## src/rtl/score_items_pkg.sv

```systemverilog
// Shared types for the score-items transmit path: record layout and FSM state encoding.
package score_items_pkg;

    localparam int DEF_W_ITEM  = 8;
    localparam int DEF_W_SCORE = 32;

    typedef struct packed {
        logic [DEF_W_ITEM-1:0] age;
        logic [DEF_W_ITEM-1:0] iq;
        logic [DEF_W_ITEM-1:0] shoesize;
    } score_item_t;

    typedef enum logic [1:0] {
        IDLE  = 2'd0,
        DRIVE = 2'd1,
        RESP  = 2'd2
    } tx_state_e;

endpackage

```

## src/rtl/score_items_tx_if.sv

```systemverilog
// Producer, scorer and result signals of score_items_tx.
// master = producer/scorer side, slave = score_items_tx itself.
interface score_items_tx_if
    import score_items_pkg::*;
#(
    parameter int W_ITEM  = DEF_W_ITEM,
    parameter int W_SCORE = DEF_W_SCORE
);
    logic               in_valid;
    logic               in_ready;
    logic [W_ITEM-1:0]  in_age;
    logic [W_ITEM-1:0]  in_iq;
    logic [W_ITEM-1:0]  in_shoesize;

    logic               out_valid;
    logic [W_ITEM-1:0]  out_age;
    logic [W_ITEM-1:0]  out_iq;
    logic [W_ITEM-1:0]  out_shoesize;

    logic               score_valid;
    logic [W_SCORE-1:0] score;

    logic               res_valid;
    logic [W_SCORE-1:0] res_score;
    logic               res_timeout;

    modport master (
        output in_valid, in_age, in_iq, in_shoesize, score_valid, score,
        input  in_ready, out_valid, out_age, out_iq, out_shoesize,
        input  res_valid, res_score, res_timeout
    );

    modport slave (
        input  in_valid, in_age, in_iq, in_shoesize, score_valid, score,
        output in_ready, out_valid, out_age, out_iq, out_shoesize,
        output res_valid, res_score, res_timeout
    );

endinterface

```

## src/rtl/score_items_fifo.sv

```systemverilog
// Synchronous record FIFO with registered occupancy count; head is read combinationally.
module score_items_fifo
    import score_items_pkg::*;
#(
    parameter int DEPTH = 4
) (
    input  logic                   clk,
    input  logic                   rst,
    input  logic                   push,
    input  logic                   pop,
    input  score_item_t            wr_data,
    output score_item_t            rd_data,
    output logic                   full,
    output logic                   empty,
    output logic [$clog2(DEPTH):0] count
);
    localparam int AW = $clog2(DEPTH);

    score_item_t   mem_q [DEPTH];
    logic [AW-1:0] wr_ptr_q, wr_ptr_d;
    logic [AW-1:0] rd_ptr_q, rd_ptr_d;
    logic [AW:0]   count_q, count_d;
    logic          do_push, do_pop;

    assign full    = (count_q == (AW+1)'(DEPTH));
    assign empty   = (count_q == '0);
    assign count   = count_q;
    assign rd_data = mem_q[rd_ptr_q];

    always_comb begin
        do_push  = push && !full;
        do_pop   = pop && !empty;
        wr_ptr_d = wr_ptr_q;
        rd_ptr_d = rd_ptr_q;
        count_d  = count_q;
        if (do_push) begin
            wr_ptr_d = wr_ptr_q + AW'(1);
        end
        if (do_pop) begin
            rd_ptr_d = rd_ptr_q + AW'(1);
        end
        case ({do_push, do_pop})
            2'b10:   count_d = count_q + (AW+1)'(1);
            2'b01:   count_d = count_q - (AW+1)'(1);
            default: count_d = count_q;
        endcase
    end

    always_ff @(posedge clk) begin
        if (rst) begin
            wr_ptr_q <= '0;
            rd_ptr_q <= '0;
            count_q  <= '0;
        end else begin
            wr_ptr_q <= wr_ptr_d;
            rd_ptr_q <= rd_ptr_d;
            count_q  <= count_d;
        end
    end

    // Storage needs no reset: only entries below count are ever read out.
    always_ff @(posedge clk) begin
        if (do_push) begin
            mem_q[wr_ptr_q] <= wr_data;
        end
    end

endmodule

```

## src/rtl/score_items_tx.sv

```systemverilog
// Score-items transmitter: buffers records, presents one at a time, awaits score or timeout.
// Optional SCORE_ITEMS_TX_STATS_EN adds saturating sent/timeout counters.
//
//   state | meaning
//   IDLE  | waiting for a buffered record; pops it into out_* when present
//   DRIVE | record presented (out_valid), counting cycles until score or timeout
//   RESP  | one-cycle result pulse on res_valid
module score_items_tx
    import score_items_pkg::*;
#(
    parameter int W_ITEM  = DEF_W_ITEM,
    parameter int W_SCORE = DEF_W_SCORE,
    parameter int DEPTH   = 4,
    parameter int TIMEOUT = 16
) (
    input  logic              clk,
    input  logic              rst,
    score_items_tx_if.slave   bus,
    output logic              busy
`ifdef SCORE_ITEMS_TX_STATS_EN
    ,
    output logic [15:0]       stat_sent,
    output logic [15:0]       stat_timeouts
`endif
);
    localparam int CW = (TIMEOUT > 1) ? $clog2(TIMEOUT) : 1;
    localparam logic [CW-1:0] WAIT_TC = CW'(TIMEOUT - 1);

    tx_state_e             state_q, state_d;
    logic [CW-1:0]         wait_cnt_q, wait_cnt_d;
    score_item_t           out_item_q, out_item_d;
    logic [W_SCORE-1:0]    res_score_q, res_score_d;
    logic                  res_timeout_q, res_timeout_d;

    score_item_t           fifo_wr, fifo_head;
    logic                  fifo_push, fifo_pop, fifo_full, fifo_empty;
    logic [$clog2(DEPTH):0] fifo_count;

    assign fifo_wr.age      = bus.in_age;
    assign fifo_wr.iq       = bus.in_iq;
    assign fifo_wr.shoesize = bus.in_shoesize;
    assign fifo_push        = bus.in_valid && bus.in_ready;

    score_items_fifo #(
        .DEPTH (DEPTH)
    ) u_fifo (
        .clk     (clk),
        .rst     (rst),
        .push    (fifo_push),
        .pop     (fifo_pop),
        .wr_data (fifo_wr),
        .rd_data (fifo_head),
        .full    (fifo_full),
        .empty   (fifo_empty),
        .count   (fifo_count)
    );

    always_comb begin
        state_d       = state_q;
        wait_cnt_d    = wait_cnt_q;
        out_item_d    = out_item_q;
        res_score_d   = res_score_q;
        res_timeout_d = res_timeout_q;
        fifo_pop      = 1'b0;
        case (state_q)
            IDLE: begin
                if (!fifo_empty) begin
                    fifo_pop   = 1'b1;
                    out_item_d = fifo_head;
                    wait_cnt_d = '0;
                    state_d    = DRIVE;
                end
            end
            DRIVE: begin
                // A score arriving on the last allowed cycle still counts as a response.
                if (bus.score_valid) begin
                    res_score_d   = bus.score;
                    res_timeout_d = 1'b0;
                    state_d       = RESP;
                end else if (wait_cnt_q == WAIT_TC) begin
                    res_score_d   = '0;
                    res_timeout_d = 1'b1;
                    state_d       = RESP;
                end else begin
                    wait_cnt_d = wait_cnt_q + CW'(1);
                end
            end
            RESP: begin
                wait_cnt_d = '0;
                state_d    = IDLE;
            end
            default: begin
                wait_cnt_d = '0;
                state_d    = IDLE;
            end
        endcase
    end

    always_ff @(posedge clk) begin
        if (rst) begin
            state_q       <= IDLE;
            wait_cnt_q    <= '0;
            out_item_q    <= '0;
            res_score_q   <= '0;
            res_timeout_q <= 1'b0;
        end else begin
            state_q       <= state_d;
            wait_cnt_q    <= wait_cnt_d;
            out_item_q    <= out_item_d;
            res_score_q   <= res_score_d;
            res_timeout_q <= res_timeout_d;
        end
    end

    // Outputs are forced low while rst is held, before the reset edge lands.
    assign bus.in_ready     = !rst && !fifo_full;
    assign bus.out_valid    = !rst && (state_q == DRIVE);
    assign bus.out_age      = rst ? '0 : W_ITEM'(out_item_q.age);
    assign bus.out_iq       = rst ? '0 : W_ITEM'(out_item_q.iq);
    assign bus.out_shoesize = rst ? '0 : W_ITEM'(out_item_q.shoesize);
    assign bus.res_valid    = !rst && (state_q == RESP);
    assign bus.res_score    = rst ? '0 : res_score_q;
    assign bus.res_timeout  = !rst && res_timeout_q;
    assign busy             = !rst && ((state_q != IDLE) || (fifo_count != '0));

`ifdef SCORE_ITEMS_TX_STATS_EN
    logic [15:0] stat_sent_q, stat_sent_d;
    logic [15:0] stat_to_q, stat_to_d;

    always_comb begin
        stat_sent_d = stat_sent_q;
        stat_to_d   = stat_to_q;
        if (fifo_pop && (stat_sent_q != 16'hFFFF)) begin
            stat_sent_d = stat_sent_q + 16'd1;
        end
        if ((state_q == RESP) && res_timeout_q && (stat_to_q != 16'hFFFF)) begin
            stat_to_d = stat_to_q + 16'd1;
        end
    end

    always_ff @(posedge clk) begin
        if (rst) begin
            stat_sent_q <= '0;
            stat_to_q   <= '0;
        end else begin
            stat_sent_q <= stat_sent_d;
            stat_to_q   <= stat_to_d;
        end
    end

    assign stat_sent     = rst ? '0 : stat_sent_q;
    assign stat_timeouts = rst ? '0 : stat_to_q;
`endif

endmodule

```

## src/flat_wrapper.sv

```systemverilog
// flat-port wrapper written by rule: the top's interface ports become plain ports
module score_items_tx_flat import score_items_pkg::*;
#(
    parameter int W_ITEM  = DEF_W_ITEM,
    parameter int W_SCORE = DEF_W_SCORE,
    parameter int DEPTH   = 4,
    parameter int TIMEOUT = 16
)
  (clk, rst, busy, bus_in_valid, bus_in_age, bus_in_iq, bus_in_shoesize, bus_score_valid, bus_score, bus_in_ready, bus_out_valid, bus_out_age, bus_out_iq, bus_out_shoesize, bus_res_valid, bus_res_score, bus_res_timeout);
  score_items_tx_if #(.W_ITEM(W_ITEM), .W_SCORE(W_SCORE)) bus_i ();
  input  logic clk;
  input  logic rst;
  output logic busy;
  input wire logic [$bits(bus_i.in_valid)-1:0] bus_in_valid;
  input wire logic [$bits(bus_i.in_age)-1:0] bus_in_age;
  input wire logic [$bits(bus_i.in_iq)-1:0] bus_in_iq;
  input wire logic [$bits(bus_i.in_shoesize)-1:0] bus_in_shoesize;
  input wire logic [$bits(bus_i.score_valid)-1:0] bus_score_valid;
  input wire logic [$bits(bus_i.score)-1:0] bus_score;
  output wire logic [$bits(bus_i.in_ready)-1:0] bus_in_ready;
  output wire logic [$bits(bus_i.out_valid)-1:0] bus_out_valid;
  output wire logic [$bits(bus_i.out_age)-1:0] bus_out_age;
  output wire logic [$bits(bus_i.out_iq)-1:0] bus_out_iq;
  output wire logic [$bits(bus_i.out_shoesize)-1:0] bus_out_shoesize;
  output wire logic [$bits(bus_i.res_valid)-1:0] bus_res_valid;
  output wire logic [$bits(bus_i.res_score)-1:0] bus_res_score;
  output wire logic [$bits(bus_i.res_timeout)-1:0] bus_res_timeout;
  assign bus_i.in_valid = bus_in_valid;
  assign bus_i.in_age = bus_in_age;
  assign bus_i.in_iq = bus_in_iq;
  assign bus_i.in_shoesize = bus_in_shoesize;
  assign bus_i.score_valid = bus_score_valid;
  assign bus_i.score = bus_score;
  assign bus_in_ready = bus_i.in_ready;
  assign bus_out_valid = bus_i.out_valid;
  assign bus_out_age = bus_i.out_age;
  assign bus_out_iq = bus_i.out_iq;
  assign bus_out_shoesize = bus_i.out_shoesize;
  assign bus_res_valid = bus_i.res_valid;
  assign bus_res_score = bus_i.res_score;
  assign bus_res_timeout = bus_i.res_timeout;
  score_items_tx #(.W_ITEM(W_ITEM), .W_SCORE(W_SCORE), .DEPTH(DEPTH), .TIMEOUT(TIMEOUT)) u_core (.clk(clk), .rst(rst), .bus(bus_i), .busy(busy));
endmodule
```

## config.mk

```make
export PLATFORM = sky130hd
export DESIGN_NAME = score_items_tx_flat
export DESIGN_NICKNAME = d
export VERILOG_FILES = /design/src/rtl/score_items_pkg.sv /design/src/rtl/score_items_tx_if.sv /design/src/rtl/score_items_fifo.sv /design/src/rtl/score_items_tx.sv /design/src/flat_wrapper.sv
export SDC_FILE = /design/constraint.sdc
export NUM_CORES = 1
export LEC_CHECK = 0
export CAP_MARGIN = 20
export CORE_MARGIN = 2
export CORE_UTILIZATION = 52
export DETAILED_ROUTE_END_ITERATION = 8
export PLACE_DENSITY = 0.91
export SLEW_MARGIN = 20
export SYNTH_ARGS = -nofsm -noshare
export SYNTH_HDL_FRONTEND = slang
export SYNTH_SLANG_ARGS = --single-unit
```

## constraint.sdc

```tcl
create_clock -name clk -period 3.2 [get_ports clk]
set_input_delay 0.32 -clock clk [delete_from_list [all_inputs] [get_ports clk]]
set_output_delay 0.32 -clock clk [all_outputs]
set_load 0.005 [all_outputs]
```

==> Implementation_results.wiki <==
{| class="wikitable"
! Metric !! Value
|-
| Number of nets with antenna violations after detailed routing || 0
|-
| Clock tree from TritonCTS || done
|-
| HP Start || rst
|-
| Worst slew pin tran || 0.928 ns
|-
| Total clock buffers created by CTS || 17
|-
| R2R Setup Slk || 0.92 ns
|-
| Horizontal extent of the die || 115 um
|-
| Layout overhead on the synthesized area || 29.3%
|-
| HPWL after detailed placement || 8490 um
|-
| Post-cts gate resize count || 0
|-
| Post-synthesis cell type count || 44
|-
| Mean cell area of the mapped netlist || 15.8 um2
|-
| H-tree depth || 4
|-
| Deepest clock path buffer count || 2
|-
| Number of setup buffers added after CTS || 0
|-
| Setup violation total in the final timing report || 0
|-
| Worst-path cell chain || nor3b_1 > nor3b_2 > inv_1 > ha_1 > inv_1 > fa_1 > xor2_1 > or3_1 > a21oi_1
|-
| Cell at the root of the clock tree || clkbuf_16
|-
| First-pass GRT wire length || 20,500 um
|-
| Number of antenna diodes || 0
|-
| Nets || 594
|-
| Delay of the slowest cell on the worst path || 0.42 ns
|-
| Vias || 3,870
|-
| Initial core utilization || 0.532
|-
| Congestion Overflow GR || 0
|-
| Violation count after the first detailed-routing iteration || 293
|-
| Count of maximum capacitance violations || 0
|-
| Worst Slack Setup Final || 0.924 ns
|-
| Post-route clock period utilization || 0.711
|-
| Post-synthesis cell count || 406
|-
| Power density relative to cell area || 731 mW/mm2
|-
| Leakage || 0.00287 uW
|-
| Number of synthesis warnings || 0
|-
| Final RePlAce weighted congestion || 0.774
|-
| Worst-case clock skew || 0.0115 ns
|-
| Maximum vdd ir drop || 0.566 mV
|-
| Proportion of synthesized chip area in sequential cells || 0.670
|-
| Total GRT Usage || 0.212
|-
| Largest net degree at the start of global routing || 41
|-
| Port Buf Inserts || 120
|-
| CP Launch Point || u_core.u_fifo.count[2]$_SDFFE_PP0P_
|-
| Fraction of final layout cells with drive strength greater than 1 || 0.126
|-
| Crit Path Category || register to register
|-
| DRC Markers || 0
|-
| Avg Vias per Cell || 5.63
|-
| Clock transition at path regs || 0.06 ns
|-
| Hold-fix buffers at CTS || 0
|-
| Post-Synthesis Cell Area || 0.00639 mm2
|-
| Highest Clock Rate || 439 MHz
|-
| Pre-CTS worst setup slack || 0.819 ns
|-
| Layout fillers || 783
|-
| Standard cell core area || 0.0120 mm2
|-
| Router iterations before antenna repair || 5
|-
| Mapped Nets || 473
|-
| Master of the slowest instance on the critical path || dfxtp_1
|-
| Worst-skew pair later-pin latency || 0.43 ns
|-
| Wire length per cell || 19.9 um
|-
| Std-Cell Rows || 40
|-
| Startpoint Class || register
|-
| Number of register bits inferred by synthesis || 166
|-
| Final critical-path required period || 2.28 ns
|-
| Initial antenna violation count || 0
|-
| Setup TNS || 0 ns
|-
| RSZ-0062 raised after global routing || false
|-
| Worst hold-check path type || primary input to register
|-
| Critical path data arrival time || 2.62 ns
|-
| Total Wirelength || 13,700 um
|-
| I/O pin count || 121
|-
| Worst R2R Start || u_core.u_fifo.count[2]$_SDFFE_PP0P_
|-
| Status || finished clean
|-
| Clock sink count || 166
|-
| Worst relative slew slack || 0.382
|-
| Vertical die dimension || 115 um
|-
| Required @ worst endpoint || 3.55 ns
|-
| Hold violation count in the final report || 0
|-
| Area of the die || 0.0132 mm2
|-
| Cell seen most often among critical-path stages || inv_1
|-
| Maximum net fanout on the critical path || 7
|-
| Final Max Slew Viols || 0
|-
| Vias in the first global route || 3,911
|-
| Layout Utilization || 0.689
|-
| Type of element capturing the critical path || register
|}
final cells by class:
cell class                 count  area, um2  area share
clock buffer                  20        447      0.0540
clock inverter                12        118      0.0142
inverter                       9       36.3     0.00439
multi-input combinational    204       1930       0.233
sequential                   166       4290       0.518
tap                          147        184      0.0222
timing repair buffer         129       1270       0.154
synthesized netlist by cell type, drive strengths merged:
cell type	count	area, um2
or3	2	13.8
o31ai	2	15.0
buf	21	143
ha	6	75.1
nor2b	58	363
fa	1	20.0
mux4	24	567
nor2	7	26.3
nor3b	3	27.5
nor3	4	41.3
or2	1	6.26
nand2b	3	18.8
a22o	56	490
mux2	1	11.3
nand3	3	15.0
a211oi	2	15.0
xor2	2	17.5
and3	1	6.26
a31oi	4	25.0
o21ai	3	18.8
mux2i	1	10.0
inv	9	36.3
o311ai	1	8.76
a21oi	8	43.8
nand2	3	11.3
edfxtp	96	2880
or4	2	18.8
and2	4	25.0
a311oi	2	17.5
dfxtp	70	1400
clkbuf	6	23.8
per-layer routing:
layer  part of all wire  global-route usage
met1               0.39               0.247
met2               0.50               0.363
met3              0.093              0.0712
met4              0.014              0.0884
met5                  0                   0
critical path: cells and delay by family, from the launching register on:
| family | cells | cell delay, ns |
|---|---|---|
| AO/OA/AOI/OAI | 1 | 0.15 |
| XOR/XNOR | 1 | 0.16 |
| adder cells (fa/ha/maj) | 2 | 0.56 |
| flip-flops | 1 | 0.42 |
| buffers and inverters | 2 | 0.16 |
| AND/OR/NAND/NOR | 3 | 0.78 |
report_power, final:
part	switching, uW	internal, uW	leakage, uW
combinational	651	736	0.00116
sequential	187	2540	0.00144
clock	831	1100	0.000271
cells in the final DEF, fill, tap and decap left out, types with 7 or more instances in the layout:
cell type          n
inv_1              8
a22o_1            56
clkbuf_16         17
nor2b_1           58
nor2_1             7
mux4_1             7
mux4_2            17
dfxtp_1           68
edfxtp_1          96
buf_4              8
a21oi_1            7
clkdlybuf4s50_1  119
registers in the layout (all words and copies together) (netlist names):
name / count
u_core.state_q: 2
u_core.out_item_q: 24
u_core.u_fifo.wr_ptr_q: 2
u_core.u_fifo.count: 3
u_core.res_score_q: 32
u_core.wait_cnt_q: 4
u_core.u_fifo.mem_q: 96
u_core.res_timeout_q: 1
u_core.u_fifo.rd_ptr_q: 2
cells by family after synthesis:
family	synth area share
adders and majority gates	0.0149
buffers and inverters	0.0317
DFF	0.670
and+or+nand+nor	0.0896
xor gates and xnor gates	0.00274
muxes	0.0920
AOI/OAI and AO/OA	0.0992
path summary, 6_finish.rpt:
| kind | to | cells past startpoint |
|---|---|---|
| setup / recovery | u_core.u_fifo.count[2]$_SDFFE_PP0P_ | 9 |
| hold / removal | u_core.u_fifo.wr_ptr_q[0]$_SDFFE_PP0P_ | 3 |
| setup reg to reg | u_core.u_fifo.count[2]$_SDFFE_PP0P_ | 9 |
| hold reg to reg | u_core.res_timeout_q$_SDFFE_PP0P_ | 2 |
through the flow:
stage / cell area [um2] / hold slack [ns] / power [uW] / instances
floorplan: 6390 / 0.419 / 3660 / 406
global placement: 7680 / 0.493 / 4060 / 654
detailed placement: 7690 / 0.516 / 4130 / 654
CTS: 8260 / 0.294 / 6080 / 686
global route: 8270 / 0.330 / 6330 / 687
finish: 8270 / 0.322 / 6050 / 687
Note: power is estimated with default switching activity, not from simulation.
